<file path="config.mk">
export PLATFORM = sky130hd
export DESIGN_NAME = serial_subtractor
export DESIGN_NICKNAME = d
export VERILOG_FILES = /design/src/rtl/serial_subtractor_pkg.sv /design/src/rtl/serial_subtractor_full_subtractor.sv /design/src/rtl/serial_subtractor.sv
export SDC_FILE = /design/constraint.sdc
export NUM_CORES = 1
export LEC_CHECK = 0
export BUFFER_PORTS_ARGS = -buffer_cell sky130_fd_sc_hd__buf_2
export CAP_MARGIN = 10
export CORE_ASPECT_RATIO = 0.75
export CORE_UTILIZATION = 30
export CTS_BUF_LIST = sky130_fd_sc_hd__clkbuf_16
export CTS_CLUSTER_SIZE = 10
export DETAILED_ROUTE_END_ITERATION = 10
export PLACE_DENSITY = 0.57
export RECOVER_POWER = 100
export SLEW_MARGIN = 5
export SYNTH_ARGS = -nofsm -noshare
export SYNTH_HDL_FRONTEND = slang
export SYNTH_SLANG_ARGS = --single-unit
</file>
<file path="constraint.sdc">
create_clock -name clk -period 1.6 [get_ports clk]
set_input_delay 0.16 -clock clk [delete_from_list [all_inputs] [get_ports clk]]
set_output_delay 0.16 -clock clk [all_outputs]
set_load 0.01 [all_outputs]
</file>
<file path="src/rtl/serial_subtractor_pkg.sv">
// Shared types for the bit-serial subtractor: FSM state encoding.
package sub_pkg;

   localparam logic [1:0] ST_IDLE  = 2'd0;
   localparam logic [1:0] ST_SHIFT = 2'd1;
   localparam logic [1:0] ST_DONE  = 2'd2;

   typedef enum logic [1:0] {
      IDLE  = ST_IDLE,
      SHIFT = ST_SHIFT,
      DONE  = ST_DONE
   } sub_state_e;

endpackage

</file>
<file path="src/rtl/serial_subtractor_full_subtractor.sv">
// One-bit full subtractor cell: d = x - y - bin, with borrow-out.
// Mirror image of the full-adder cell used in the adder datapath.
module full_subtractor (
   input  logic x,
   input  logic y,
   input  logic bin,
   output logic d,
   output logic bout
);

   // Difference bit and borrow generation/propagation.
   always_comb begin
      d    = x ^ y ^ bin;
      bout = (~x & y) | (~(x ^ y) & bin);
   end

endmodule

</file>
<file path="src/rtl/serial_subtractor.sv">
// Bit-serial ripple subtractor, LSB first, one bit per clock.
// Operands are captured on the accepted start, so the source may change
// them afterwards. diff/b_out are updated only when a result completes.
module serial_subtractor
   import sub_pkg::*;
#(
   parameter int WIDTH = 4
) (
   input  logic             clk,
   input  logic             rst_n,
   input  logic             start,
   input  logic [WIDTH-1:0] a,
   input  logic [WIDTH-1:0] b,
   input  logic             b_in,
   output logic             busy,
   output logic             done,
   output logic [WIDTH-1:0] diff,
   output logic             b_out
);

   localparam int CW = $clog2(WIDTH);
   localparam logic [CW-1:0] LAST_BIT = CW'(WIDTH - 1);

   sub_state_e state_reg, state_next;

   logic [CW-1:0]    count_reg, count_next;
   logic [WIDTH-1:0] a_sr_reg, a_sr_next;
   logic [WIDTH-1:0] b_sr_reg, b_sr_next;
   logic [WIDTH-1:0] d_sr_reg, d_sr_next;
   logic             br_reg, br_next;
   logic [WIDTH-1:0] diff_reg, diff_next;
   logic             b_out_reg, b_out_next;
   logic             busy_reg, busy_next;
   logic             done_reg, done_next;

   logic             fs_d;
   logic             fs_bout;
   logic [WIDTH-1:0] a_shift;
   logic [WIDTH-1:0] b_shift;
   logic [WIDTH-1:0] d_shift;

   // Single bit-slice working on the current LSBs of the operand registers.
   full_subtractor u_fs (
      .x    (a_sr_reg[0]),
      .y    (b_sr_reg[0]),
      .bin  (br_reg),
      .d    (fs_d),
      .bout (fs_bout)
   );

   // Right-shift networks: operands drain toward bit 0, results enter at the MSB.
   assign a_shift[WIDTH-1] = 1'b0;
   assign b_shift[WIDTH-1] = 1'b0;
   assign d_shift[WIDTH-1] = fs_d;
   generate
      for (genvar gi = 0; gi < WIDTH - 1; gi++) begin : g_shift
         assign a_shift[gi] = a_sr_reg[gi+1];
         assign b_shift[gi] = b_sr_reg[gi+1];
         assign d_shift[gi] = d_sr_reg[gi+1];
      end
   endgenerate

   // State and datapath registers; reset discards any operation in flight.
   always_ff @(posedge clk or negedge rst_n) begin
      if (!rst_n) begin
         state_reg <= IDLE;
         count_reg <= '0;
         a_sr_reg  <= '0;
         b_sr_reg  <= '0;
         d_sr_reg  <= '0;
         br_reg    <= 1'b0;
         diff_reg  <= '0;
         b_out_reg <= 1'b0;
         busy_reg  <= 1'b0;
         done_reg  <= 1'b0;
      end else begin
         state_reg <= state_next;
         count_reg <= count_next;
         a_sr_reg  <= a_sr_next;
         b_sr_reg  <= b_sr_next;
         d_sr_reg  <= d_sr_next;
         br_reg    <= br_next;
         diff_reg  <= diff_next;
         b_out_reg <= b_out_next;
         busy_reg  <= busy_next;
         done_reg  <= done_next;
      end
   end

   // Next-state, operand load/shift and result capture.
   always_comb begin
      state_next = state_reg;
      count_next = count_reg;
      a_sr_next  = a_sr_reg;
      b_sr_next  = b_sr_reg;
      d_sr_next  = d_sr_reg;
      br_next    = br_reg;
      diff_next  = diff_reg;
      b_out_next = b_out_reg;

      case (state_reg)
         IDLE, DONE: begin
            if (start) begin
               state_next = SHIFT;
               a_sr_next  = a;
               b_sr_next  = b;
               br_next    = b_in;
               count_next = '0;
            end else begin
               state_next = IDLE;
            end
         end
         SHIFT: begin
            a_sr_next  = a_shift;
            b_sr_next  = b_shift;
            d_sr_next  = d_shift;
            br_next    = fs_bout;
            count_next = count_reg + CW'(1);
            // The final bit is folded straight into the result so that
            // diff/b_out are valid in the same cycle as done.
            if (count_reg == LAST_BIT) begin
               state_next = DONE;
               diff_next  = d_shift;
               b_out_next = fs_bout;
            end
         end
         default: begin
            state_next = IDLE;
         end
      endcase

      busy_next = (state_next == SHIFT);
      done_next = (state_next == DONE);
   end

   assign busy  = busy_reg;
   assign done  = done_reg;
   assign diff  = diff_reg;
   assign b_out = b_out_reg;

endmodule

</file>
==> metrics, run 1 <==
status finished, violations left; failing checks DRC; PortBufs 18; Hold WS between 0.15 and 0.2 ns; CTS tree yes; Worst Setup End Kind flop; All-Layer GR Usage 0.115; DPL Wire Length approximately 1400 um; Total Wirelength just under 2000 um; GRT Residual Overflow 0; post-CTS sizing 0; PD cells approximately 2000 nW/um^2; floorplan row count 18; Final Skew ~0.001 ns; VDD IR max approximately 0.8 mV; Yosys Warn Count 0; syn nets between 100 and 150; mapped cell area 1080 sq um; DRT iter0 DRCs 20; CTS root buffer clkbuf_16; largest net degree at the start of global routing 24; number of global-route vias before repair 711; die area around 3800 sq um; DR DRC count 1; Final Max Tran Viols 0; Final Setup Violations 0; GP Congestion 0.665; Peak Freq around 730 MHz; Initial Util 0.322; Leakage between 0.5 and 0.6 nW; Synth cell types 23; cts bufs inserted 3; core box area between 3000 and 4000 sq um; Rel. slew slack 0.618; DR vias/cell 4.78; number of antenna violations at the first check in global routing 0; Initial DRT Pass Iterations 6; final worst-path cycle share 0.860; Adder-Cell Fraction of Synth Area 0.0301; count of final hold-check violations 0; fin crit period 1.38 ns; Routed WL per cell between 10 and 15 um; Area growth syn-to-layout 18.2%; post-synthesis mux area share 0.171; I/O pins 19; fin cells 148; Vias about 710; RSZ-0062 raised after global routing no; Setup TNS 0 ns; Synth Area in Compound Gates 0.123; clock tree sinks 23; CP max FO 3; CP Data Arrival Time 1.55 ns; Finished Core Util 0.381; htree depth 1; Total Power ~2.5 mW; sequential share of the synthesized area 0.532; Synth Area in XOR/XNOR 0.00810; post-route ant nets 0; Hold Path Class in -> reg; # placed instances roughly 140; Required @ worst endpoint around 1.8 ns; max cap viols 0; Antenna Cells 0; Gate Count Post-Synth between 80 and 90; Die W ~71 um; die span in y around 54 um; clk_lat worst skew around 0.25 ns; CTS max path bufs 2; number of synthesized register bits 23; Setup crit start kind flop; clock transition at the registers of the reported paths 0.06 ns; Syn Area/Cell between 10 and 15 sq um; share of cells above drive strength 1 0.241; Nets approximately 120; main combinational cell family by area after synthesis multiplexers; first-pass GRT wire length around 3300 um; Worst Tran Pin Value around 0.57 ns; simple-gate share of the synthesized area 0.0810; Setup CP Type reg -> reg
## worst max-delay path, cell delays in order (launching register included)
cell	delay, ns
dfrtp_1	0.36
inv_1	0.06
fa_1	0.43
mux2_1	0.30
a21oi_1	0.14
## layout by cell type (no fill, tap or decap), types with 3 or more instances in the layout
| cell type | n |
|---|---|
| dfrtp_1 | 23 |
| mux2i_1 | 8 |
| a211oi_1 | 7 |
| nor2b_1 | 7 |
| buf_2 | 10 |
| clkbuf_1 | 7 |
| inv_1 | 6 |
| clkbuf_16 | 3 |
| mux2_2 | 8 |
| a21oi_1 | 7 |
## logic make-up after synthesis
family,count (synthesis)
AND/OR/NAND/NOR,13
AO/OA/AOI/OAI,21
multiplexers,17
buffers and inverters,10
XOR/XNOR,1
adder cells (fa/ha/maj),2
flip-flops,23
## metal layers
metal,vias to the layer above,share of wire,track usage
met2,11,0.47,0.205
met5,-,0,0
met3,2,0.038,0.0412
met4,0,0.0041,0.0200
met1,345,0.49,0.139
li1,350,-,-
## final timing paths
| path | slack (ns) | cells past startpoint | endpoint | start |
|---|---|---|---|---|
| worst min-delay path | 0.19 | 3 | b_sr_reg[1]$_DFFE_PN0P_ | b[1] |
| min in group asynchronous | 0.43 | 2 | diff[2]$_DFFE_PN0P_ | rst_n |
| worst min register to register | 0.51 | 1 | d_sr_reg[1]$_DFFE_PN0N_ | d_sr_reg[1]$_DFFE_PN0N_ |
| worst max register to register | 0.22 | 4 | br_reg$_DFFE_PN0P_ | b_sr_reg[0]$_DFFE_PN0P_ |
| max in group asynchronous | 0.78 | 2 | state_reg[0]$_DFF_PN0_ | rst_n |
| worst max-delay path | 0.22 | 4 | br_reg$_DFFE_PN0P_ | b_sr_reg[0]$_DFFE_PN0P_ |
## layout make-up
type,instances,area (sq um)
Clock buffer,3,75.1
Sequential cell,23,576
Inverter,5,18.8
Clock inverter,1,3.75
Timing Repair Buffer,22,111
Fill cell,329,2080
Tap cell,40,50.0
Multi-Input combinational cell,54,443
## stage by stage
step / worst slack [ns] / area [sq um]
after global routing: 0.0992 / 1280
final: 0.223 / 1280
after floorplan: 0.332 / 1080
after global placement: 0.306 / 1200
after CTS: 0.242 / 1290
after detailed placement: 0.266 / 1200
## synth_stat cells, drive strengths merged
master / instances / area share
nand3: 2 / 0.0093
mux2: 9 / 0.097
xnor2: 1 / 0.0081
o22ai: 2 / 0.012
o21ai: 3 / 0.014
nand2b: 1 / 0.0058
nand2: 1 / 0.0035
nor2b: 7 / 0.041
nor2: 1 / 0.0035
a22o: 2 / 0.016
a211oi: 7 / 0.049
mux2i: 8 / 0.074
nand3b: 1 / 0.019
inv: 5 / 0.017
dfrtp: 23 / 0.53
a21oi: 7 / 0.032
fa: 1 / 0.019
ha: 1 / 0.012
buf: 5 / 0.037
## where the power goes
part / total [mW] / leakage, nW / internal, mW / switching (mW)
Sequential: 1.05 / 0.278 / 0.863 / 0.188
Combinational: 0.959 / 0.261 / 0.488 / 0.471
Clock: 0.527 / 0.0423 / 0.333 / 0.194
Total: 2.54 / 0.581 / 1.68 / 0.854
## what timing repair did
action,CTS,global route
hold buffers,1,0
endpoints found under the setup margin,0,0
buffers inserted,0,0
hold endpoints to repair,23,0
(Power assumes the default switching activity.)
==> run 2, diff against run 1 <==
--- a/config.mk
+++ b/config.mk
@@ -5,14 +5,14 @@
 export SDC_FILE = /design/constraint.sdc
 export NUM_CORES = 1
 export LEC_CHECK = 0
-export BUFFER_PORTS_ARGS = -buffer_cell sky130_fd_sc_hd__buf_2
 export CAP_MARGIN = 10
 export CORE_ASPECT_RATIO = 0.75
 export CORE_UTILIZATION = 30
 export CTS_BUF_LIST = sky130_fd_sc_hd__clkbuf_16
 export CTS_CLUSTER_SIZE = 10
 export DETAILED_ROUTE_END_ITERATION = 10
-export PLACE_DENSITY = 0.57
+export DONT_BUFFER_PORTS = 1
+export PLACE_DENSITY = 0.53
 export RECOVER_POWER = 100
 export SLEW_MARGIN = 5
 export SYNTH_ARGS = -nofsm -noshare
==> run 2 against run 1 <==
Compared with the run above: the flow still finishes with violations (DRC); total power fell by 4.9%; via count fell by 11%; hold slack got worse by 0.12 ns; utilization down 3.0 points; sequential share of layout area up 3.9 points.
==> metrics, run 2 (synthesis gave the netlist of run 1 again) <==
clock tree sinks 23 (unchanged); CTS max path bufs 2 (unchanged); Vias 629 (-11%); core box area 3360 sq um (unchanged); fin crit period 1.44 ns (+0.0640 ns); failing checks DRC; DR DRC count 1 (unchanged); Reg2Reg Setup Slack 0.16 ns (-0.06 ns); Rel. slew slack 0.322 (-0.296); floorplan row count 18 (unchanged); DPL Wire Length 1190 um (-12%); GP Congestion 0.664 (-0.18%); max cap viols 0 (unchanged); DR vias/cell 4.88 (+1.9%); cts bufs inserted 3 (unchanged); Die W 71.3 um (unchanged); hold path endpoint state_reg[0]$_DFF_PN0_; Total Power 2.41 mW (-4.9%); Final Max Tran Viols 0 (unchanged); Leakage 0.508 nW (-13%); Total Wirelength 1720 um (-11%); DRT iter0 DRCs 20 (unchanged); PD cells 2050 nW/um^2 (+3.2%); CP max FO 8 (+5); Internal Power 1.63 mW (-3.3%); R2R cell count 3 (-1); worst r2r dst diff[2]$_DFFE_PN0P_; clock transition at the registers of the reported paths 0.06 ns (about the same); Routed WL per cell 13.3 um (+2.0%); # placed instances 124 (-13%); htree depth 1 (unchanged); post-route ant nets 0 (unchanged); count of final hold-check violations 0 (unchanged); CTS tree yes; status finished, violations left; number of global-route vias before repair 635 (-11%); Hold Path Class in -> reg; first-pass GRT wire length 3010 um (-9.0%); share of cells above drive strength 1 0.146 (-0.0947); Setup crit start kind flop; Antenna Cells 0 (unchanged); P_sw 0.784 mW (-8.1%); Area growth syn-to-layout 8.80%; CP Data Arrival Time 1.58 ns (+0.03 ns); Reg-to-Reg Start count_reg[0]$_DFFE_PN0P_; number of antenna violations at the first check in global routing 0 (unchanged); Nets 104 (-15%); Initial DRT Pass Iterations 7 (+1); CTS root buffer clkbuf_16; clk_lat worst skew 0.25 ns (about the same); All-Layer GR Usage 0.105 (-0.0106); RSZ-0062 raised after global routing no; Setup CP Type reg -> reg; Final Skew 0.00216 ns (+0.00119 ns); hold path cells 2 (-1); die span in y 54.0 um (unchanged); Hold Path Origin start; fin cells 129 (-13%); Worst Tran Pin Value 1.01 ns (+0.441 ns); Peak Freq 694 MHz (-4.4%); largest net degree at the start of global routing 24 (unchanged); GRT Residual Overflow 0 (unchanged); post-CTS sizing 0 (unchanged); Setup TNS 0 ns (unchanged); Worst Setup End Kind flop; die area 3850 sq um (unchanged); I/O pins 19 (unchanged); Net Sw Frac 0.325 (-0.0113); Clk pwr share 0.217 (+0.009); most common cell after layout, fill and taps aside dfrtp_1; Final Setup Violations 0 (unchanged); most frequent cells in the layout dfrtp_1 (23), mux2_2 (8), mux2i_1 (8); Seq pwr share 0.457 (+0.043); Required @ worst endpoint 1.74 ns (-0.04 ns); VDD IR max 0.597 mV (-25%); Initial Util 0.322 (unchanged); PortBufs 0 (-18); Logic pwr share 0.326 (-0.052); final worst-path cycle share 0.900 (+0.0400)
## run 2: changes by cell type in the layout (fill, tap and decap cells not counted)
cell / before / now
buf_2: 10 / 0
nand3b_4: 1 / 0
buf_4: 2 / 1
nand3b_1: 0 / 1
clkbuf_2: 2 / 1
clkbuf_1: 7 / 0
## run 2: metrics by stage
step | utilization | setup slack [ns] | instance area, sq um | hold WS, ns
CTS | 0.356 | 0.254 | 1190 | 0.0671
global route | 0.350 | 0.0984 | 1180 | 0.0832
finish | 0.350 | 0.159 | 1180 | 0.0750
floorplan | - | 0.332 | 1080 | -0.136
global placement | 0.330 | 0.308 | 1110 | -0.135
detailed placement | 0.330 | 0.267 | 1110 | -0.135
## run 2: power by group through the flow
stage,sequential (mW),clock [mW],combinational [mW]
final,1.10,0.523,0.787
after global routing,1.14,0.585,0.892
after CTS,1.11,0.545,0.840
after detailed placement,1.12,0,0.824
after global placement,1.11,0,0.788
after floorplan,1.04,0,0.770
## run 2: worst max-delay path, cell delays in order (launching register included)
cell and delay (ns):
dfrtp_1 0.41, ha_1 0.24, nand3b_1 0.29, mux2_2 0.38
## run 2: metal layers
layer	global-route usage	wire length, um	up-vias
li1	-	-	314
met3	0.0506	121	4
met4	0.0400	12	0
met2	0.173	772	15
met1	0.120	810	296
met5	0	0	-
## run 2: cell type report
type | instances | area, sq um
clock inverter | 1 | 3.75
tap | 40 | 50.0
clock buffer | 3 | 75.1
inverter | 5 | 18.8
timing repair buffer | 3 | 22.5
fill | 329 | 2180
sequential | 23 | 576
multi-input combinational | 54 | 430
## run 2: how the worst max path moves through the flow
| stage | from | to | cells after the start |
|---|---|---|---|
| after CTS | b_sr_reg[0]$_DFFE_PN0P_ | br_reg$_DFFE_PN0P_ | 4 |
| after detailed placement | b_sr_reg[0]$_DFFE_PN0P_ | br_reg$_DFFE_PN0P_ | 4 |
| final | count_reg[0]$_DFFE_PN0P_ | diff[2]$_DFFE_PN0P_ | 3 |
| after global routing | state_reg[1]$_DFF_PN0_ | diff[2]$_DFFE_PN0P_ | 2 |
| after floorplan | b_sr_reg[0]$_DFFE_PN0P_ | br_reg$_DFFE_PN0P_ | 4 |
| after global placement | state_reg[1]$_DFF_PN0_ | d_sr_reg[3]$_DFFE_PN0N_ | 2 |
## run 2: what timing repair did
item                                    4_1_cts  5_1_grt
hold buffers                                  1        0
setup buffers                                 0        0
endpoints found under the hold margin        23        0
endpoints found under the setup margin        0        0
